$ cat config.mk
export PLATFORM = sky130hd
export DESIGN_NAME = toy_bus_dec_node_param
export DESIGN_NICKNAME = d
export VERILOG_FILES = /design/src/rtl/toy_bus_pkg.sv /design/src/rtl/toy_bus_dec_skid.sv /design/src/rtl/toy_bus_dec_node_param.sv
export SDC_FILE = /design/constraint.sdc
export NUM_CORES = 1
export LEC_CHECK = 0
export CAP_MARGIN = 20
export CORE_AREA = 10 10 282 284
export CTS_CLUSTER_SIZE = 12
export DETAILED_ROUTE_END_ITERATION = 10
export DIE_AREA = 0 0 292 294
export DONT_BUFFER_PORTS = 1
export PLACE_DENSITY = 0.58
export SLEW_MARGIN = 40
export SYNTH_ARGS = -nofsm -noshare
export SYNTH_HDL_FRONTEND = slang
export SYNTH_SLANG_ARGS = --single-unit
$ cat constraint.sdc
create_clock -name clk -period 92.5 [get_ports clk]
set_input_delay 18.5 -clock clk [delete_from_list [all_inputs] [get_ports clk]]
set_output_delay 18.5 -clock clk [all_outputs]
set_load 0.01 [all_outputs]
$ cat src/rtl/toy_bus_pkg.sv
// Shared ToyBusReq definitions for the toy bus network: field widths, the
// packed request payload and the lowest-channel route pick.
package toy_bus_pkg;

    localparam int unsigned REQ_ADDR_W  = 32;
    localparam int unsigned REQ_STRB_W  = 32;
    localparam int unsigned REQ_DATA_W  = 256;
    localparam int unsigned REQ_ID_W    = 4;
    localparam int unsigned REQ_SB_W    = 32;
    localparam int unsigned REQ_MAX_OUT = 8;

    // ch0={2}, ch1={3,4}, ch2={0,1}, ch3={5..15}
    localparam logic [63:0] DEF_ROUTE_MAP = 64'hFFE0_0003_0018_0004;

    typedef struct packed {
        logic [REQ_ADDR_W-1:0] addr;
        logic [REQ_STRB_W-1:0] strb;
        logic [REQ_DATA_W-1:0] data;
        logic                  opcode;
        logic [REQ_ID_W-1:0]   src_id;
        logic [REQ_ID_W-1:0]   tgt_id;
        logic [REQ_SB_W-1:0]   sideband;
    } toy_bus_req_t;

    typedef struct packed {
        logic       hit;
        logic [2:0] ch;
    } route_sel_t;

    // Lowest set hit bit wins when a tgt_id is mapped to several channels.
    function automatic route_sel_t route_pick(input logic [REQ_MAX_OUT-1:0] hits);
        route_sel_t sel;
        sel = '0;
        for (int i = REQ_MAX_OUT - 1; i >= 0; i--) begin
            if (hits[i]) begin
                sel.hit = 1'b1;
                sel.ch  = 3'(i);
            end
        end
        return sel;
    endfunction

endpackage

$ cat src/rtl/toy_bus_dec_skid.sv
// Two-entry in-order skid FIFO with registered ready; head is read straight
// from the storage registers.
module toy_bus_dec_skid
    import toy_bus_pkg::*;
#(
    parameter int unsigned W = 8
) (
    input  logic         clk,
    input  logic         rst_n,
    input  logic         i_push_vld,
    output logic         o_push_rdy,
    input  logic [W-1:0] i_push_data,
    output logic         o_head_vld,
    output logic [W-1:0] o_head_data,
    input  logic         i_pop
);

    logic [W-1:0] r_mem [2];
    logic         r_rd_ptr;
    logic         r_wr_ptr;
    logic [1:0]   r_cnt;
    logic         r_rdy;
    logic         w_push;
    logic         w_pop;
    logic [1:0]   w_cnt_nxt;

    assign w_push      = i_push_vld && r_rdy;
    assign w_pop       = i_pop && (r_cnt != 2'd0);
    assign o_push_rdy  = r_rdy;
    assign o_head_vld  = (r_cnt != 2'd0);
    assign o_head_data = r_mem[r_rd_ptr];

    always_comb begin
        w_cnt_nxt = r_cnt;
        if (w_push && !w_pop) begin
            w_cnt_nxt = r_cnt + 2'd1;
        end else if (!w_push && w_pop) begin
            w_cnt_nxt = r_cnt - 2'd1;
        end
    end

    // Ready looks at next occupancy, so a full FIFO refuses even while popping.
    always_ff @(posedge clk) begin
        if (!rst_n) begin
            r_mem[0] <= '0;
            r_mem[1] <= '0;
            r_rd_ptr <= 1'b0;
            r_wr_ptr <= 1'b0;
            r_cnt    <= 2'd0;
            r_rdy    <= 1'b0;
        end else begin
            if (w_push) begin
                r_mem[r_wr_ptr] <= i_push_data;
                r_wr_ptr        <= ~r_wr_ptr;
            end
            if (w_pop) begin
                r_rd_ptr <= ~r_rd_ptr;
            end
            r_cnt <= w_cnt_nxt;
            r_rdy <= (w_cnt_nxt != 2'd2);
        end
    end

endmodule

$ cat src/rtl/toy_bus_dec_node_param.sv
// Request-path decode node: skid-buffers one ToyBusReq stream and steers each
// head to its lowest mapped channel, dropping and logging unmapped targets.
module toy_bus_dec_node_param
    import toy_bus_pkg::*;
#(
    parameter int unsigned N_OUT  = 4,
    parameter int unsigned ID_W   = 4,
    parameter int unsigned ADDR_W = 32,
    parameter int unsigned DATA_W = 256,
    parameter int unsigned SB_W   = 32,
    parameter logic [N_OUT*(2**ID_W)-1:0] ROUTE_MAP = DEF_ROUTE_MAP
) (
    input  logic              clk,
    input  logic              rst_n,
    input  logic              in_vld,
    output logic              in_rdy,
    input  logic [ADDR_W-1:0] in_addr,
    input  logic [31:0]       in_strb,
    input  logic [DATA_W-1:0] in_data,
    input  logic              in_opcode,
    input  logic [ID_W-1:0]   in_src_id,
    input  logic [ID_W-1:0]   in_tgt_id,
    input  logic [SB_W-1:0]   in_sideband,
    output logic [N_OUT-1:0]  out_vld,
    input  logic [N_OUT-1:0]  out_rdy,
    output logic [ADDR_W-1:0] out_addr,
    output logic [31:0]       out_strb,
    output logic [DATA_W-1:0] out_data,
    output logic              out_opcode,
    output logic [ID_W-1:0]   out_src_id,
    output logic [ID_W-1:0]   out_tgt_id,
    output logic [SB_W-1:0]   out_sideband,
    input  logic              err_clr,
    output logic              err_vld,
    output logic [ID_W-1:0]   err_tgt_id,
    output logic [7:0]        err_cnt
);

    localparam int unsigned NID    = 2**ID_W;
    localparam int unsigned MAP_W  = N_OUT * NID;
    localparam int unsigned MAP_IW = $clog2(MAP_W);
    localparam int unsigned PAY_W  = ADDR_W + 32 + DATA_W + 1 + 2*ID_W + SB_W;

    logic [PAY_W-1:0] w_in_pay;
    logic [PAY_W-1:0] w_head;
    logic             w_head_vld;
    logic [N_OUT-1:0] w_hit;
    route_sel_t       w_sel;
    logic             w_sel_rdy;
    logic             w_pop;
    logic             w_drop;
    logic             r_err_vld;
    logic [ID_W-1:0]  r_err_tgt;
    logic [7:0]       r_err_cnt;

    assign w_in_pay = {in_addr, in_strb, in_data, in_opcode, in_src_id, in_tgt_id, in_sideband};

    toy_bus_dec_skid #(.W(PAY_W)) u_skid (
        .clk         (clk),
        .rst_n       (rst_n),
        .i_push_vld  (in_vld),
        .o_push_rdy  (in_rdy),
        .i_push_data (w_in_pay),
        .o_head_vld  (w_head_vld),
        .o_head_data (w_head),
        .i_pop       (w_pop)
    );

    assign {out_addr, out_strb, out_data, out_opcode, out_src_id, out_tgt_id, out_sideband} = w_head;

    // Route-map lookup of the head tgt_id, one bit per channel.
    for (genvar g = 0; g < N_OUT; g++) begin : g_ch
        assign w_hit[g]   = ROUTE_MAP[MAP_IW'(g * NID) + MAP_IW'(out_tgt_id)];
        assign out_vld[g] = w_head_vld && w_sel.hit && (w_sel.ch == 3'(g));
    end

    assign w_sel     = route_pick(REQ_MAX_OUT'(w_hit));
    assign w_sel_rdy = |(out_vld & out_rdy);
    assign w_drop    = w_head_vld && !w_sel.hit;
    assign w_pop     = w_drop || w_sel_rdy;

    // Error status: a drop in the same cycle as err_clr lands after the clear.
    always_ff @(posedge clk) begin
        if (!rst_n) begin
            r_err_vld <= 1'b0;
            r_err_tgt <= '0;
            r_err_cnt <= 8'd0;
        end else begin
            if (err_clr) begin
                r_err_vld <= 1'b0;
                r_err_tgt <= '0;
                r_err_cnt <= 8'd0;
            end
            if (w_drop) begin
                if (err_clr || !r_err_vld) begin
                    r_err_vld <= 1'b1;
                    r_err_tgt <= out_tgt_id;
                end
                if (err_clr) begin
                    r_err_cnt <= 8'd1;
                end else if (r_err_cnt != 8'hFF) begin
                    r_err_cnt <= r_err_cnt + 8'd1;
                end
            end
        end
    end

    assign err_vld    = r_err_vld;
    assign err_tgt_id = r_err_tgt;
    assign err_cnt    = r_err_cnt;

endmodule

==> results_dict.tcl, run 1 <==
set metrics [dict create \
    whs_ns 0.508 \
    vias_per_cell 5.19 \
    cts_tree "done" \
    grt_overflow 0 \
    remaining_drc_errors 0 \
    clock_latency_ns 0.60 \
    crit_chain "buf_12 > buf_16 > buf_6 > mux2_2" \
    clk_path_buf_depth 3 \
    ys_seq_elements 741 \
    min_period_ns 21.53 \
    post-cts-setup-buffers 0 \
    htreeDepth 3 \
    synth_ff_type "edfxtp_1" \
    drtIter0Drc 960 \
    cpPeakStageDelay_ns 0.67 \
    die_h_um 294 \
    p_leak_nw 12.9 \
    synth_common_cells "736 x and2_1, 722 x edfxtp_1, 359 x mux2_2" \
    status "finished, final reports clean" \
    holdPathStages 2 \
    maxCapViolCount 0 \
    gr-usage-all-layers_pct 18.1 \
    power_density_mw_per_mm2 26.2 \
    root_buffer "clkbuf_16" \
    nNetsFinal 2361 \
    gr-max-usage-layer "met2" \
    synth_area_mm2 0.0315 \
    clk_pin_slew_ns 0.06 \
    synth.distinct_cells 31 \
    avgRoutedWirePerCell_um 26.9 \
    timing.fmax_mhz 46.5 \
    sw_frac_of_total_pct 28.8 \
    grt.met3_usage_pct 7.80 \
    seq_area_mm2 0.0221 \
    synth_top_cell_area_share_pct 68.8 \
    path_class "flip-flop to output port" \
    nFillCells 6348 \
    relSlewSlack_pct 45.0 \
    cp_slowest_cell "dfxtp_4" \
    clockPowerShare_pct 31.9 \
    port_buffers 0 \
    grt_pass1_wl_um 115000 \
    worst_ep_arrival_time_ns 3.03 \
    synth_area_leaders "edfxtp_1 69%, and2_1 15%, mux2_2 13%" \
    finalHoldViolCount 0 \
    reg2reg_depth 5 \
    synthDominantAreaCellType "edfxtp_1" \
    rows 100 \
    start_kind "flip-flop" \
    syn_inst 2004 \
    wl_um 81400 \
    cts_buffers 80 \
    met2_usage_pct 32.8 \
    rsz0062_at_grt "no" \
    multi_input_area_mm2 0.00899 \
    grt_max_degree 107 \
    cts-resized-gates 0 \
    p_int_w 0.000654 \
    drv_slew 0 \
    p_sw_w 0.000264 \
    place_congestion 0.795 \
    min_period_over_period_pct 23.3 \
    synth_area_per_cell_um2 15.7 \
    vias 15700 \
    synth_edf_count 722 \
    met1_usage_pct 18.4 \
    setup_tns_ns 0 \
    cts_hold_buf 0 \
    synth.most_common_cell "and2_1" \
    synth_seq_area_share_pct 70.0 \
    drive_gt1_share_pct 24.4 \
    pin_count 748 \
    critPathMaxFanout 93 \
    finalSetupViolations 0 \
    ir_drop_mv 0.0161 \
    setup.worst_path.end_class "output port" \
    hpwl_um 56100 \
    dieArea_mm2 0.0858 \
    synth_fp_nets 2374 \
    synthArstFlopShare_pct 0 \
    p_seq_share_pct 45.3 \
    core_region_area_mm2 0.0739 \
    final.setup_skew_ns 0.0221 \
    start_util_pct 42.6 \
    dr.pass1.iters 5 \
    clkSinkCount 741 \
    final_antenna_net_count 0 \
    worst_ep_required_time_ns 74.00 \
    yosysWarnings 0 \
    max_slew.worst_pin.slew_ns 0.824 \
    hp-class "flip-flop to flip-flop" \
    pwr-share-comb_pct 22.8 \
    area_delta_synth_final_pct 11.3 \
    grt_pass1_vias 15900 \
    die_x_um 292 \
    antenna_found_initial 10 \
]
cells in the final DEF (no fill, tap or decap), types with 2 or more instances in the layout:
cell type / synthesis / routed
nand2_1: 5 / 5
nand3_1: 2 / 2
buf_12: 0 / 5
dfxtp_1: 19 / 18
nor2_1: 6 / 5
nor2b_1: 2 / 2
edfxtp_1: 722 / 722
clkbuf_1: 119 / 21
buf_6: 1 / 14
and2_1: 736 / 736
buf_16: 0 / 3
bufinv_16: 0 / 2
clkinv_2: 0 / 10
inv_6: 0 / 3
clkbuf_8: 0 / 6
xnor2_1: 2 / 2
nor3_1: 5 / 4
buf_4: 0 / 3
mux2i_1: 3 / 3
mux2_2: 359 / 359
diode_2: 0 / 10
clkbuf_16: 0 / 80
clkinv_1: 0 / 13
inv_1: 5 / 5
logic make-up after synthesis:
kind of cell / count (synthesis) / synth area share [%]
buffers and inverters: 125 / 1.51
AOI/OAI and AO/OA: 9 / 0.274
DFF: 741 / 70.0
xor gates and xnor gates: 3 / 0.107
adders and majority gates: 1 / 0.0397
and+or+nand+nor: 762 / 15.0
muxes: 363 / 13.0
path summary, 6_finish.rpt:
check	startpoint	endpoint	slack, ns
min	u_skid.r_cnt[0]	u_skid.r_cnt[0]	0.51
min reg2reg	u_skid.r_cnt[0]	u_skid.r_cnt[0]	0.51
max	flip-flop	out_addr[24]	70.97
max reg2reg	u_skid.o_push_rdy	u_skid.r_mem[0][215]	88.58
state kept, by name, indices dropped and copies added (netlist names), named ones only:
signal / flops
u_skid.r_cnt: 2
u_skid.r_rd_ptr: 1
u_skid.o_push_rdy: 1
err_cnt: 8
err_tgt_id: 4
u_skid.r_mem: 722
u_skid.r_wr_ptr: 1
err_vld: 1
area by class of cell:
cell class              count  area share (%)
clock inverters            31           0.621
flip-flops and latches    741            62.9
clock buffers             107            6.17
diodes                     10          0.0714
inverters                   5          0.0535
multi-input cells        1138            25.6
repair buffers             25            1.04
well taps                 969            3.46
critical path, delay by kind of cell, from the launching register on:
family   cells  cell delay (ns)
mux          1             0.47
buf+inv      3             1.10
flops        1             0.67
through the flow:
stage               cell area [um^2]  util (%)  instances  setup slack, ns  power, W
floorplan                      31500         -       2004            47.15  0.000597
finish                         35100      47.4       3026            70.97  0.000918
global route                   35000      47.4       3024            70.83  0.000954
CTS                            35000      47.3       3015            70.62  0.000932
detailed placement             32600      44.1       2877            69.97  0.000637
global placement               32400      43.9       2872            69.57  0.000631
layer usage:
| layer | up-vias | routed length [um] |
|---|---|---|
| li1 | 7106 | - |
| met1 | 7897 | 27300 |
| met2 | 534 | 43500 |
| met3 | 143 | 8260 |
| met4 | 12 | 2290 |
| met5 | - | 87 |
power groups by stage:
stage | Sequential [W] | Clock (W) | Combinational, W
6_report | 0.000415 | 0.000293 | 0.000209
5_1_grt | 0.000418 | 0.000315 | 0.000221
4_1_cts | 0.000416 | 0.000301 | 0.000215
3_5_place_dp | 0.000423 | 0 | 0.000214
3_3_place_gp | 0.000424 | 0 | 0.000207
2_1_floorplan | 0.000441 | 0 | 0.000156
No activity file was read; power rests on OpenSTA's default activity.
==> inputs of run 2 (changes only) <==
- CORE_AREA: 10 10 282 284 -> 10 10 284 286
- DIE_AREA: 0 0 292 294 -> 0 0 294 296
- PLACE_DENSITY: 0.58 -> 0.6
- clock period: 92.5 -> 18.2 ns (I/O delays scaled with it)
==> results_dict.tcl, run 2 (synthesis gave the netlist of run 1 again) <==
set metrics [dict create \
    cp_slowest_cell "buf_6" \
    clk_path_buf_depth 3 \
    cp.depth 4 \
    avgRoutedWirePerCell_um 27.4 \
    holdPathStages 1 \
    whs_ns 0.523 \
    finalHoldViolCount 0 \
    reg2reg_depth 6 \
    min_period_ns 6.89 \
    dieArea_mm2 0.0870 \
    grt_overflow 0 \
    final_antenna_net_count 0 \
    layout_common_cells "736 x and2_1, 722 x edfxtp_1, 359 x mux2_2, 81 x clkbuf_16, 25 x clkbuf_1" \
    rsz0062_at_grt "no" \
    final.setup_skew_ns 0.0301 \
    grt_pass1_vias 16500 \
    start_util_pct 41.9 \
    relSlewSlack_pct 45.5 \
    die_h_um 296 \
    clock_latency_ns 0.62 \
    worst_ep_arrival_time_ns 3.25 \
    timing.critical_path.mode_cell "buf_6" \
    die_x_um 294 \
    cts_buffers 80 \
    grt_max_degree 109 \
    status "finished, final reports clean" \
    cts_hold_buf 0 \
    finalSetupViolations 0 \
    htreeDepth 3 \
    cts_tree "done" \
    drive_gt1_share_pct 24.4 \
    post-cts-setup-buffers 0 \
    cts-resized-gates 0 \
    p_leak_nw 13.0 \
    max_flop_register "u_skid.r_mem" \
    hpwl_um 58500 \
    max_slew.worst_pin.slew_ns 0.817 \
    ir_drop_mv 0.0771 \
    cpPeakStageDelay_ns 0.64 \
    clk_pin_slew_ns 0.06 \
    nNetsFinal 2362 \
    antenna_found_initial 8 \
    power_density_mw_per_mm2 133 \
    cp_num_buf_inv 3 \
    gr-usage-all-layers_pct 18.2 \
    critPathMaxFanout 82 \
    start_kind "flip-flop" \
    crit_chain "buf_12 > buf_6 > buf_6 > mux2_2" \
    core_region_area_mm2 0.0752 \
    setup.worst_path.end_class "output port" \
    setup_tns_ns 0 \
    vias_per_cell 5.21 \
    rows 101 \
    grt_pass1_wl_um 117000 \
    vias 15800 \
    min_period_over_period_pct 37.8 \
    root_buffer "clkbuf_16" \
    dr.pass1.iters 5 \
    maxCapViolCount 0 \
    place_congestion 0.845 \
    timing.fmax_mhz 145 \
    clkSinkCount 741 \
    drv_slew 0 \
    wl_um 83200 \
    remaining_drc_errors 0 \
    path_class "flip-flop to output port" \
    drtIter0Drc 993 \
    hp-class "flip-flop to flip-flop" \
    area_delta_synth_final_pct 11.6 \
    port_buffers 0 \
    largest_register_ffs 722 \
    crit_family "buffers and inverters" \
    worst_ep_required_time_ns 14.56 \
    final_common_cell "and2_1" \
    nFillCells 6431 \
    pin_count 748 \
]
run 2: changes by cell type in the layout (fill, tap and decap cells not counted), moves of 2 or more:
cell / previous run / this run
buf_6: 14 / 12
buf_8: 0 / 2
clkbuf_1: 21 / 25
clkbuf_8: 6 / 2
clkinv_16: 0 / 3
run 2: metrics by stage:
stage / area [um^2] / util, % / worst slack (ns) / total power, W / cells
after floorplan: 31500 / - / 4.25 / 0.00297 / 2004
final: 35200 / 46.8 / 11.31 / 0.00467 / 3039
after global routing: 35200 / 46.8 / 11.13 / 0.00485 / 3037
after detailed placement: 32600 / 43.4 / 11.27 / 0.00321 / 2886
after CTS: 35100 / 46.6 / 10.91 / 0.00473 / 3027
after global placement: 32500 / 43.2 / 10.44 / 0.00319 / 2879
run 2: path summary, 6_finish.rpt:
path	from	end	slack [ns]
setup / recovery	flip-flop	out_data[234]	11.31
hold / removal	err_tgt_id[1]	err_tgt_id[1]	0.52
setup reg to reg	u_skid.o_push_rdy	u_skid.r_mem[1][42]	14.47
hold reg to reg	err_tgt_id[1]	err_tgt_id[1]	0.52
run 2: area by class of cell:
class                   count  area [um^2]  share of cell area (%)
diodes                     10         25.0                  0.0712
clock buffers             108         2150                    6.11
clock inverters            33          283                   0.804
inverters                   5         18.8                  0.0534
multi-input cells        1138         8990                    25.6
flip-flops and latches    741        22100                    62.8
well taps                 978         1220                    3.48
repair buffers             26          410                    1.17
run 2: worst register-to-register path, delay by kind of cell (launching register included):
kind,cells,cell delay (ns)
buffers and inverters,3,1.52
AND/OR/NAND/NOR,3,1.33
flip-flops,1,0.43
run 2: per-layer routing:
layer	vias up	wire length, um	share of wire, %	GRT usage (%)
met5	-	68	0.082	0
met4	8	3110	3.7	8.33
met3	152	8240	9.9	7.69
met2	575	45100	54	33.4
met1	7987	26600	32	17.5
li1	7103	-	-	-
run 2: power breakdown:
| group | total [W] | switching [W] | internal [W] |
|---|---|---|---|
| sequential | 0.00212 | 0.0000604 | 0.00206 |
| combinational | 0.00104 | 0.000639 | 0.000401 |
| clock | 0.00151 | 0.000656 | 0.000850 |
==> inputs of run 3 (changes only) <==
- clock period: 18.2 -> 6.03 ns (I/O delays scaled with it)
==> results_dict.tcl, run 3 (synthesis gave the netlist of run 1 again) <==
set metrics [dict create \
    reg2reg_to "u_skid.r_mem[1][193]" \
    p_leak_nw 13.0 \
    grt_max_degree 182 \
    dr.pass1.iters 4 \
    grt_pass1_wl_um 111000 \
    finalSetupViolations 0 \
    relSlewSlack_pct 30.8 \
    drtIter0Drc 981 \
    clk_pin_slew_ns 0.06 \
    final_common_cell "and2_1" \
    vias 15500 \
    reg2reg_depth 6 \
    gr-usage-all-layers_pct 17.4 \
    grt_overflow 0 \
    antenna_found_initial 17 \
    setup.worst_path.end_class "output port" \
    start_kind "flip-flop" \
    post-cts-setup-buffers 0 \
    total_power_w 0.0142 \
    dp_slack_ns 2.44 \
    drv_slew 0 \
    remaining_drc_errors 0 \
    finalHoldViolCount 0 \
    wl_um 79100 \
    max_flop_register "u_skid.r_mem" \
    cts_tree "done" \
    timing.fmax_mhz 241 \
    clock_latency_ns 0.61 \
    min_to "u_skid.r_rd_ptr" \
    power_density_mw_per_mm2 402 \
    max_slew.worst_pin.slew_ns 1.04 \
    place_inst 2885 \
    htreeDepth 3 \
    drive_gt1_share_pct 24.4 \
    holdPathStages 2 \
    vias_per_cell 5.09 \
    clkSinkCount 741 \
    stdcell_count 3044 \
    root_buffer "clkbuf_16" \
    final_antenna_net_count 0 \
    nNetsFinal 2362 \
    largest_register_ffs 722 \
    clk_path_buf_depth 3 \
    ir_drop_mv 0.246 \
    maxCapViolCount 0 \
    hold_start "u_skid.r_rd_ptr" \
    worst_ep_required_time_ns 4.82 \
    cts-resized-gates 0 \
    status "finished, final reports clean" \
    cp_slowest_cell "dfxtp_4" \
    dieArea_mm2 0.0870 \
    core_region_area_mm2 0.0752 \
    r2r_slack_ns 2.95 \
    start_util_pct 41.9 \
    avgRoutedWirePerCell_um 26.0 \
    layout_common_cells "736 x and2_1, 722 x edfxtp_1, 359 x mux2_2, 82 x clkbuf_16, 27 x clkbuf_1" \
    cts_buffers 81 \
    path_class "flip-flop to output port" \
    port_buffers 0 \
    final.setup_skew_ns 0.0291 \
    worst_ep_arrival_time_ns 2.94 \
    cts_hold_buf 0 \
    place_congestion 0.786 \
    timing.critical_path.mode_cell "buf_16" \
    hpwl_um 54400 \
    setup_slack_ns 1.89 \
    min_period_over_period_pct 68.7 \
    rsz0062_at_grt "no" \
    cpPeakStageDelay_ns 0.81 \
    hp-class "flip-flop to flip-flop" \
    die_x_um 294 \
    crit_chain "buf_12 > buf_16 > buf_16 > mux2_2" \
    critPathMaxFanout 60 \
    area_delta_synth_final_pct 11.9 \
    grt_pass1_vias 15900 \
    pin_count 748 \
    rr_startpoint "u_skid.o_push_rdy" \
    min_period_ns 4.14 \
    rows 101 \
    die_h_um 296 \
]
==> run 3: cell types whose count changed in the layout (fill, tap and decap cells not counted), sizes merged <==
cell and change:
diode +8, clkinv -6, clkbuf +2, buf -1, bufinv +1, inv +1
==> run 3: layout make-up <==
cell class	count	area, um^2
antenna	18	45.0
clock buffer	110	2170
clock inverter	29	283
fill	6454	40000
inverter	5	18.8
multi-input combinational	1138	9000
sequential	741	22100
tap	978	1220
timing repair buffer	25	437
==> run 3: how the worst max path moves through the flow <==
stage,cells after the start,from,end,slack [ns]
4_1_cts,4,flip-flop,out_addr[3],1.76
5_1_grt,4,flip-flop,out_addr[3],1.69
3_5_place_dp,4,flip-flop,out_addr[3],2.44
6_report,4,flip-flop,out_data[158],1.89
3_3_place_gp,5,in_vld,u_skid.r_mem[1][315],2.35
2_1_floorplan,2,in_vld,u_skid.r_mem[0][0],-1.54
==> run 3: through the flow <==
| step | hold slack [ns] | setup TNS, ns | cell area (um^2) | utilization [%] |
|---|---|---|---|---|
| floorplan | 0.474 | -556.07 | 31500 | - |
| global placement | 0.493 | 0 | 32600 | 43.3 |
| detailed placement | 0.504 | 0 | 32700 | 43.5 |
| CTS | 0.515 | 0 | 35100 | 46.7 |
| global route | 0.533 | 0 | 35200 | 46.9 |
| finish | 0.517 | 0 | 35200 | 46.9 |
==> run 3: worst max-delay path, delay by kind of cell, from the launching register on <==
kind | cells | cell delay (ns)
buf+inv | 3 | 0.94
flops | 1 | 0.81
mux | 1 | 0.43
==> run 3: report_power, final <==
| group | switching [W] | leakage [nW] | internal, W |
|---|---|---|---|
| clock network | 0.00195 | 1.19 | 0.00262 |
| registers | 0.000180 | 7.71 | 0.00621 |
| logic | 0.00197 | 4.07 | 0.00124 |
==> run 3: per-layer routing <==
layer | vias up | routed length [um] | part of all wire (%) | track usage, %
li1 | 7128 | - | - | -
met1 | 7683 | 25500 | 32 | 17.0
met2 | 526 | 41700 | 53 | 30.7
met3 | 145 | 8970 | 11 | 8.46
met4 | 10 | 2820 | 3.6 | 7.59
met5 | - | 68 | 0.086 | 0
